`src/rtl/io_write_buffer_pkg.sv`:
```
// Shared constants for the IO write buffer: decoded CPU addresses and FSM encoding.
package io_write_buffer_pkg;

    localparam logic [17:0] IO_DATA_ADDR = 18'h30000;
    localparam logic [17:0] IO_END_ADDR  = 18'h30004;

    typedef enum logic [1:0] {
        ST_RUN   = 2'd0,
        ST_DRAIN = 2'd1,
        ST_DONE  = 2'd2
    } state_t;

endpackage

```
`src/rtl/io_write_buffer_if.sv`:
```
// CPU write bus plus UART byte stream seen by the IO write buffer.
interface io_write_buffer_if;

    logic        rdy_in;
    logic [31:0] mem_a;
    logic [7:0]  mem_dout;
    logic        mem_wr;
    logic        tx_ready;
    logic        tx_valid;
    logic [7:0]  tx_data;
    logic        io_buffer_full;
    logic        overflow;
    logic        prog_end;

    modport master (
        output rdy_in, mem_a, mem_dout, mem_wr, tx_ready,
        input  tx_valid, tx_data, io_buffer_full, overflow, prog_end
    );

    modport slave (
        input  rdy_in, mem_a, mem_dout, mem_wr, tx_ready,
        output tx_valid, tx_data, io_buffer_full, overflow, prog_end
    );

endinterface

```
`src/rtl/io_write_buffer_byte_fifo.sv`:
```
// Byte FIFO with registered pointers/count and an unreset storage array.
module byte_fifo #(
    parameter int DEPTH = 16
) (
    input  logic                     clk_in,
    input  logic                     rst_in,
    input  logic                     i_push,
    input  logic                     i_pop,
    input  logic [7:0]               i_data,
    output logic [7:0]               o_data,
    output logic [$clog2(DEPTH):0]   o_count,
    output logic [$clog2(DEPTH):0]   o_next_count,
    output logic                     o_full,
    output logic                     o_empty
);

    localparam int              AW       = $clog2(DEPTH);
    localparam logic [AW:0]     FULL_CNT = (AW+1)'(DEPTH);

    logic [7:0]    r_mem [DEPTH];
    logic [AW-1:0] r_wr_ptr;
    logic [AW-1:0] r_rd_ptr;
    logic [AW:0]   r_count;
    logic          w_wr_en;
    logic          w_rd_en;

    assign o_empty = (r_count == '0);
    assign o_full  = (r_count == FULL_CNT);
    assign w_rd_en = i_pop && !o_empty;
    // A full FIFO still accepts a byte when the head leaves in the same cycle.
    assign w_wr_en = i_push && (!o_full || w_rd_en);

    always_comb begin
        o_next_count = r_count;
        if (w_wr_en && !w_rd_en) begin
            o_next_count = r_count + 1'b1;
        end else if (!w_wr_en && w_rd_en) begin
            o_next_count = r_count - 1'b1;
        end
    end

    always_ff @(posedge clk_in or negedge rst_in) begin
        if (!rst_in) begin
            r_wr_ptr <= '0;
            r_rd_ptr <= '0;
            r_count  <= '0;
        end else begin
            if (w_wr_en) r_wr_ptr <= r_wr_ptr + 1'b1;
            if (w_rd_en) r_rd_ptr <= r_rd_ptr + 1'b1;
            r_count <= o_next_count;
        end
    end

    always_ff @(posedge clk_in) begin
        if (w_wr_en) r_mem[r_wr_ptr] <= i_data;
    end

    assign o_data  = r_mem[r_rd_ptr];
    assign o_count = r_count;

endmodule

```
`src/rtl/io_write_buffer.sv`:
```
// CPU-to-UART write buffer: decodes IO writes, queues bytes, drains on halt request.
// States: RUN accepts bytes | DRAIN flushes queue, no pushes | DONE halted until reset.
module io_write_buffer
    import io_write_buffer_pkg::*;
#(
    parameter int DEPTH  = 16,
    parameter int MARGIN = 2
) (
    input  logic              clk_in,
    input  logic              rst_in,
    io_write_buffer_if.slave  bus
);

    localparam int          AW          = $clog2(DEPTH);
    localparam logic [AW:0] FULL_THRESH = (AW+1)'(DEPTH - MARGIN);

    state_t      r_state;
    state_t      w_next_state;
    logic        w_halt;
    logic        w_push;
    logic        w_pop;
    logic        w_fifo_full;
    logic        w_fifo_empty;
    logic [AW:0] w_count;
    logic [AW:0] w_next_count;
    logic [7:0]  w_fifo_data;
    logic        w_prog_end;
    logic        r_overflow;
    logic        r_io_full;
    logic        w_unused_addr;

    assign w_unused_addr = ^bus.mem_a[31:18];

    // Halt wins over a data write in the same cycle; the dropped byte is not an overflow.
    assign w_halt = bus.rdy_in && bus.mem_wr && (bus.mem_a[17:0] == IO_END_ADDR);
    assign w_push = bus.rdy_in && bus.mem_wr && (bus.mem_a[17:0] == IO_DATA_ADDR)
                    && (r_state == ST_RUN) && !w_halt;
    assign w_pop  = !w_fifo_empty && bus.tx_ready;

    byte_fifo #(.DEPTH(DEPTH)) u_fifo (
        .clk_in       (clk_in),
        .rst_in       (rst_in),
        .i_push       (w_push),
        .i_pop        (w_pop),
        .i_data       (bus.mem_dout),
        .o_data       (w_fifo_data),
        .o_count      (w_count),
        .o_next_count (w_next_count),
        .o_full       (w_fifo_full),
        .o_empty      (w_fifo_empty)
    );

    always_ff @(posedge clk_in or negedge rst_in) begin
        if (!rst_in) begin
            r_state <= ST_RUN;
        end else begin
            r_state <= w_next_state;
        end
    end

    always_comb begin
        w_next_state = r_state;
        case (r_state)
            ST_RUN:   if (w_halt) w_next_state = ST_DRAIN;
            ST_DRAIN: if ((w_count == '0) && !w_push) w_next_state = ST_DONE;
            ST_DONE:  w_next_state = ST_DONE;
            default:  w_next_state = ST_RUN;
        endcase
    end

    always_comb begin
        w_prog_end = 1'b0;
        if ((r_state == ST_DRAIN) && (w_count == '0) && !w_push) begin
            w_prog_end = 1'b1;
        end
    end

    always_ff @(posedge clk_in or negedge rst_in) begin
        if (!rst_in) begin
            r_overflow <= 1'b0;
            r_io_full  <= 1'b0;
        end else begin
            if (w_push && w_fifo_full && !w_pop) r_overflow <= 1'b1;
            r_io_full <= (w_next_count >= FULL_THRESH) || (w_next_state != ST_RUN);
        end
    end

    assign bus.tx_valid       = !w_fifo_empty;
    assign bus.tx_data        = w_fifo_data;
    assign bus.io_buffer_full = r_io_full;
    assign bus.overflow       = r_overflow;
    assign bus.prog_end       = w_prog_end;

endmodule

```
`src/flat_wrapper.sv`:
```
// flat-port wrapper written by rule: the top's interface ports become plain ports
module io_write_buffer_flat import io_write_buffer_pkg::*;
#(
    parameter int DEPTH  = 16,
    parameter int MARGIN = 2
)
  (clk_in, rst_in, bus_rdy_in, bus_mem_a, bus_mem_dout, bus_mem_wr, bus_tx_ready, bus_tx_valid, bus_tx_data, bus_io_buffer_full, bus_overflow, bus_prog_end);
  io_write_buffer_if bus_i ();
  input  logic clk_in;
  input  logic rst_in;
  input wire logic [$bits(bus_i.rdy_in)-1:0] bus_rdy_in;
  input wire logic [$bits(bus_i.mem_a)-1:0] bus_mem_a;
  input wire logic [$bits(bus_i.mem_dout)-1:0] bus_mem_dout;
  input wire logic [$bits(bus_i.mem_wr)-1:0] bus_mem_wr;
  input wire logic [$bits(bus_i.tx_ready)-1:0] bus_tx_ready;
  output wire logic [$bits(bus_i.tx_valid)-1:0] bus_tx_valid;
  output wire logic [$bits(bus_i.tx_data)-1:0] bus_tx_data;
  output wire logic [$bits(bus_i.io_buffer_full)-1:0] bus_io_buffer_full;
  output wire logic [$bits(bus_i.overflow)-1:0] bus_overflow;
  output wire logic [$bits(bus_i.prog_end)-1:0] bus_prog_end;
  assign bus_i.rdy_in = bus_rdy_in;
  assign bus_i.mem_a = bus_mem_a;
  assign bus_i.mem_dout = bus_mem_dout;
  assign bus_i.mem_wr = bus_mem_wr;
  assign bus_i.tx_ready = bus_tx_ready;
  assign bus_tx_valid = bus_i.tx_valid;
  assign bus_tx_data = bus_i.tx_data;
  assign bus_io_buffer_full = bus_i.io_buffer_full;
  assign bus_overflow = bus_i.overflow;
  assign bus_prog_end = bus_i.prog_end;
  io_write_buffer #(.DEPTH(DEPTH), .MARGIN(MARGIN)) u_core (.clk_in(clk_in), .rst_in(rst_in), .bus(bus_i));
endmodule
```
`config.mk`:
```
export PLATFORM = sky130hd
export DESIGN_NAME = io_write_buffer_flat
export DESIGN_NICKNAME = d
export VERILOG_FILES = /design/src/rtl/io_write_buffer_pkg.sv /design/src/rtl/io_write_buffer_if.sv /design/src/rtl/io_write_buffer_byte_fifo.sv /design/src/rtl/io_write_buffer.sv /design/src/flat_wrapper.sv
export SDC_FILE = /design/constraint.sdc
export NUM_CORES = 1
export LEC_CHECK = 0
export CAP_MARGIN = 20
export CORE_UTILIZATION = 50
export CTS_CLUSTER_DIAMETER = 80
export DETAILED_ROUTE_END_ITERATION = 16
export PLACE_DENSITY_LB_ADDON = 0.1
export SLEW_MARGIN = 40
export SYNTH_ARGS = -nofsm -noshare
export SYNTH_HDL_FRONTEND = slang
export SYNTH_SLANG_ARGS = --single-unit
```
`constraint.sdc`:
```
create_clock -name clk_in -period 3.2 [get_ports clk_in]
set_input_delay 0.32 -clock clk_in [delete_from_list [all_inputs] [get_ports clk_in]]
set_output_delay 0.32 -clock clk_in [all_outputs]
set_load 0.01 [all_outputs]
```
After elaboration in Yosys (flattened, before gate mapping)

Memories as Yosys holds them, arrays and structs flattened.
Cells that the tools add are included.
W data, S select, Z words.

Bits in writable memories: 128
Register bits: 17
Word-level logic and storage cells: 52
Input port bits: 45
Output and inout port bits: 12
Memories: 1

Memory list:

| memory              | words | width | read ports | clocked after Yosys merged registers in | wr ports | line                            | source |
|---|---|---|---|---|---|---|---|
| u_core.u_fifo.r_mem | 16    | 8     | 1          | 0                                       | 1        | io_write_buffer_byte_fifo.sv:20 | `logic [7:0] r_mem [DEPTH];` |

Equality and inequality tests: 5
Reduce and logical (&&, ||, !) cells: 27
Mux-type cells: 8
$lt $le $gt $ge: 1
Add/sub/neg operators: 4

Operator list:

| kind                   | count |
|---|---|
| $eq A18 B18 Y1 const B | 2 |
| $logic_and A1 B1 Y1    | 15 |
| $mux W5                | 2 |
| $add A4 B1 Y4 const B  | 2 |
| $logic_not A1 Y1       | 7 |
| $pmux W2 S3            | 1 |
| $add A5 B1 Y5 const B  | 1 |
| $eq A5 B5 Y1 const B   | 1 |
| $ge A5 B4 Y1 const B   | 1 |
| $logic_not A5 Y1       | 1 |
| $sub A5 B1 Y5 const B  | 1 |
| $mux W2                | 2 |
| $mux W1                | 3 |
| $eq A2 B1 Y1 const B   | 1 |
| $eq A2 B2 Y1 const B   | 1 |
| $logic_not A2 Y1       | 1 |
| $logic_or A1 B1 Y1     | 2 |
| $reduce_bool A2 Y1     | 1 |

Longest topological paths before layout

Depth after elaboration: 12
Gate-level depth with buffers: 9

Modules after synthesis

A second synthesis with hierarchy kept.

Cell total of the unflattened synthesis: 322
Area, all modules: 5953.2 um^2

By module, submodules not included:

| module          | times used | cells an instance | seq. area each (um^2) | area an instance (um^2) |
|---|---|---|---|---|
| byte_fifo       | 1          | 291               | 4169.0                | 5671.7 |
| io_write_buffer | 1          | 31                | 100.1                 | 281.5 |

Worst setup path after synthesis

Ideal clock, no wire load.

Path kind: register to register
Start point: register u_core.u_fifo.r_count[1] (netlist: u_core.u_fifo.o_count[1])
End point: memory u_core.u_fifo.r_mem[0][0] (enable)
Setup time: 0.395 ns
Setup slack: 0.631 ns
Required time: 2.805 ns
Stages on the path, launching flop included: 8
Data arrival time: 2.174 ns
Clock period less this slack: 2.569 ns
Cell sequence: dfrtp_1 inv_1 ha_1 nor3b_1 nand2_1 nor2_1 or3_1 nor4_1

Cells in the longest elaborated chain, start to end: 8
Elaborated cells between the ends (all ways): 10
Classes of those cells: eq/ne: 1; mux: 2; reduce/logical: 7

Ends and longest elaborated chain:

| what                            | line                                                   | source |
|---|---|---|
| start: declaration              | io_write_buffer_byte_fifo.sv:23                        | `logic [AW:0] r_count;` |
| start signal: assignment        | io_write_buffer_byte_fifo.sv:50                        | `r_count <= o_next_count;` |
| $logic_not A5 Y1                | io_write_buffer_byte_fifo.sv:27                        | `assign o_empty = (r_count == '0);` |
| $logic_not A1 Y1                | io_write_buffer_byte_fifo.sv:29, io_write_buffer.sv:38 |  |
| $logic_and A1 B1 Y1             | io_write_buffer.sv:38                                  | `assign w_pop = !w_fifo_empty && bus.tx_ready;` |
| $logic_and A1 B1 Y1             | io_write_buffer_byte_fifo.sv:29                        | `assign w_rd_en = i_pop && !o_empty;` |
| $logic_or A1 B1 Y1 *            | io_write_buffer_byte_fifo.sv:31                        | `assign w_wr_en = i_push && (!o_full \|\| w_rd_en);` |
| $logic_and A1 B1 Y1 *           | io_write_buffer_byte_fifo.sv:31                        |  |
| $mux W1 *                       | io_write_buffer_byte_fifo.sv:55                        | `if (w_wr_en) r_mem[r_wr_ptr] <= i_data;` |
| $mux W1 (implied by the code) * | io_write_buffer_byte_fifo.sv:55                        |  |
| end: declaration                | io_write_buffer_byte_fifo.sv:20                        |  |

Every way passes the cells marked *; elsewhere a longest branch is shown, timed or not.

Worst setup path after layout

Start point: register u_core.u_fifo.r_rd_ptr[0]
End point: output bus_tx_data[4]

Cells in the longest elaborated chain, start to end: 1

Ends and longest elaborated chain:

| what                     | line                            | source |
|---|---|---|
| start: declaration       | io_write_buffer_byte_fifo.sv:22 | `logic [AW-1:0] r_rd_ptr;` |
| start signal: assignment | io_write_buffer_byte_fifo.sv:49 | `if (w_rd_en) r_rd_ptr <= r_rd_ptr + 1'b1;` |
| $mem_v2 Z16 W8           | n/a                             |  |
| end: declaration         | flat_wrapper.sv:17              | `output wire logic [$bits(bus_i.tx_data)-1:0] bus_tx_data;` |

Every way passes these cells.

==> qor.yml <==
start_util_pct: 51.8
fp.dieH_um: 111
core_area_um2: 11600
register_area_um2: 4270
finish.instance_area_um2: 7440
fin_setup_tns_ns: 0
met2_usage_pct: 32.3
setup_viol_count_final: 0
synth_nets: 365
p_int_mw: 4.42
groute.layer.met3.usage_pct: 5.66
final_common_cell: "edfxtp_1"
grt_pass1_wl_mm: 18.7
nNetsFinal: 439
post_cts_buffers: 0
status: "finished, violations left"
synth-seq-cells: 145
worstPathMaxFanout: 18
grt_overflow_total: 0
routedWlPerCell_um: 22.0
final_hold_viol_count: 0
ant_nets: 0
fillers: 793
antenna_found_initial: 0
ys_types: 41
cts_made_buffers: 17
drt-vias-per-instance: 5.79
seqPwrFrac_pct: 38.0
place.port_buffers: 42
critPathLaunchType: "flip-flop"
grt_max_degree: 36
gr-max-usage-layer: "met2"
ios: 57
cts-root-buf: "clkbuf_16"
multiInputGateArea_um2: 1650
clkLatencyLatePin_ns: 0.43
cts.sinks: 145
worstSetupEndpointType: "output port"
cts_tree: "yes"
ys_async_sr_fraction_pct: 11.7
ctsLongestPathBuffers: 2
drt_iter0_drc: 237
hp-class: "input port to asynchronous set/reset pin"
violations: "design-rule violations"
grt_pass1_vias: 3244
route.detailed.drc: 2
synthFlopType: "edfxtp_1"
synth_top_area_share_pct: 64.1
syn_inst: 312
peakVddDrop_mv: 0.521
ys_warn_count: 0
clkPwrFrac_pct: 36.5
synth_edf_count: 128
diodes: 0
p_comb_share_pct: 25.5
vias: 3136
min_period_ns: 3.00
cts.clk_slew.worst_paths_ns: 0.06
tightest_slew_ns: 0.622
drv_cap: 0
syn_to_final_growth_pct: 24.2
wirelength_mm: 11.9
drv_slew: 0
firstDrtPassIters: 12
switching_share_pct: 25.8
timing.fmax_mhz: 333
synth.largest_area_cell: "edfxtp_1"
fin_worst_skew_ns: 0.0108
fp.dieW_um: 111
yosys-top-cells-area: "edfxtp_1 (64%), mux4_2 (15%), dfrtp_1 (7.1%)"
p_switching_mw: 1.54
postCtsResizedCells: 0
period_share_pct: 93.8
yosysSeqAreaShare_pct: 71.2
met1_usage_pct: 29.7
place.gp.congestion: 0.795
die_area_um2: 12400
p_per_area_nw_per_um2: 801
grt.total_usage_pct: 21.4
slew_headroom_pct: 58.2
drive_above_1_share_pct: 26.8
leakage_nw: 2.53
crit_type: "flip-flop to output port"
final_cell_mix: "edfxtp_1 (128), clkdlybuf4s50_1 (41), mux4_2 (40)"
syn_area_um2: 5990
htree_levels: 4
rsz0062_at_grt: "no"
cp.required_ns: 2.88
dpl_cell_area_um2: 6780
rows: 39
hpwlAfterDp_mm: 7.83
syn_area_per_cell_um2: 19.2
worstPathArrival_ns: 2.68
critical path: stages (launching register included):
cell	delay, ns
dfrtp_2	0.48
buf_12	0.23
mux4_2	0.53
mux4_2	0.51
clkdlybuf4s50_1	0.50
power groups by stage:
stage          registers (mW)  logic (mW)  clock network, mW
4_1_cts                  2.27        1.54               2.20
6_report                 2.27        1.52               2.18
2_1_floorplan            2.22        1.05                  0
3_5_place_dp             2.31        1.54                  0
5_1_grt                  2.28        1.64               2.28
3_3_place_gp             2.31        1.53                  0
state kept, by name, summed over array words and instances (netlist names):
| register | count |
|---|---|
| u_core.u_fifo.o_count | 5 |
| u_core.u_fifo.r_mem | 128 |
| u_core.bus.io_buffer_full | 1 |
| u_core.u_fifo.r_rd_ptr | 4 |
| u_core.bus.overflow | 1 |
| u_core.r_state | 2 |
| u_core.u_fifo.r_wr_ptr | 4 |
metrics by stage:
| stage | total power, mW | hold WS (ns) | setup WS, ns | utilization, % | cells |
|---|---|---|---|---|---|
| after CTS | 6.01 | 0.379 | 0.143 | 64.3 | 541 |
| after global routing | 6.20 | 0.392 | 0.112 | 64.3 | 542 |
| after floorplan | 3.27 | 0.0244 | 0.631 | - | 312 |
| after detailed placement | 3.85 | 0.451 | 0.264 | 58.6 | 509 |
| final | 5.96 | 0.361 | 0.197 | 64.3 | 542 |
| after global placement | 3.84 | 0.443 | 0.305 | 58.6 | 509 |
final timing paths:
check / startpoint / to / cells past startpoint / slack (ns)
worst max-delay path: u_core.u_fifo.r_rd_ptr[0] / bus_tx_data[4] / 4 / 0.20
max in group asynchronous: rst_in / u_core.u_fifo.r_rd_ptr[0] / 2 / 2.53
min in group clk_in: u_core.bus.overflow / u_core.bus.overflow / 1 / 0.46
worst min register to register: u_core.bus.overflow / u_core.bus.overflow / 1 / 0.46
worst min-delay path: rst_in / u_core.u_fifo.o_count[2] / 2 / 0.36
worst max register to register: u_core.u_fifo.o_count[1] / u_core.u_fifo.r_mem[10][0] / 8 / 0.49
final cells by class:
class                           instances  area share [%]
Sequential cell                       145            57.4
Multi-Input combinational cell        143            22.1
Timing Repair Buffer                   68            8.75
Clock buffer                           17            5.72
Clock inverter                         15            3.04
Tap cell                              143            2.40
Inverter                               11           0.555
cells by family (layout without fill, tap and decap cells):
| kind of cell | count (synthesis) | count (layout) | share of synthesized area, % |
|---|---|---|---|
| AOI/OAI and AO/OA | 14 | 14 | 1.61 |
| xor gates and xnor gates | 12 | 12 | 1.75 |
| adders and majority gates | 9 | 9 | 1.84 |
| buffers and inverters | 24 | 111 | 1.69 |
| DFF | 145 | 145 | 71.2 |
| muxes | 42 | 42 | 15.4 |
| and+or+nand+nor | 66 | 66 | 6.49 |
Yosys cell counts, types with 2 or more instances:
master	number
mux2i_1	2
buf_1	2
xnor2_1	12
inv_1	11
nor2_1	12
edfxtp_1	128
mux4_2	40
o21ai_0	2
and3_1	2
nand2_1	12
a21oi_1	5
dfrtp_1	17
nand3b_1	2
nor4_1	9
clkbuf_1	7
buf_2	3
and2_1	9
nor3_1	2
nand4_1	5
nor4bb_1	2
ha_1	8
metal layers:
metal,routed length [um],part of all wire (%)
met3,453,3.8
met5,0,0
met2,5640,47
met4,182,1.5
met1,5650,47
timing repair:
item	CTS	global route
setup endpoints to repair	0	0
endpoints found under the hold margin	0	17
hold buffers	0	1
No activity file was read; power rests on OpenSTA's default activity.
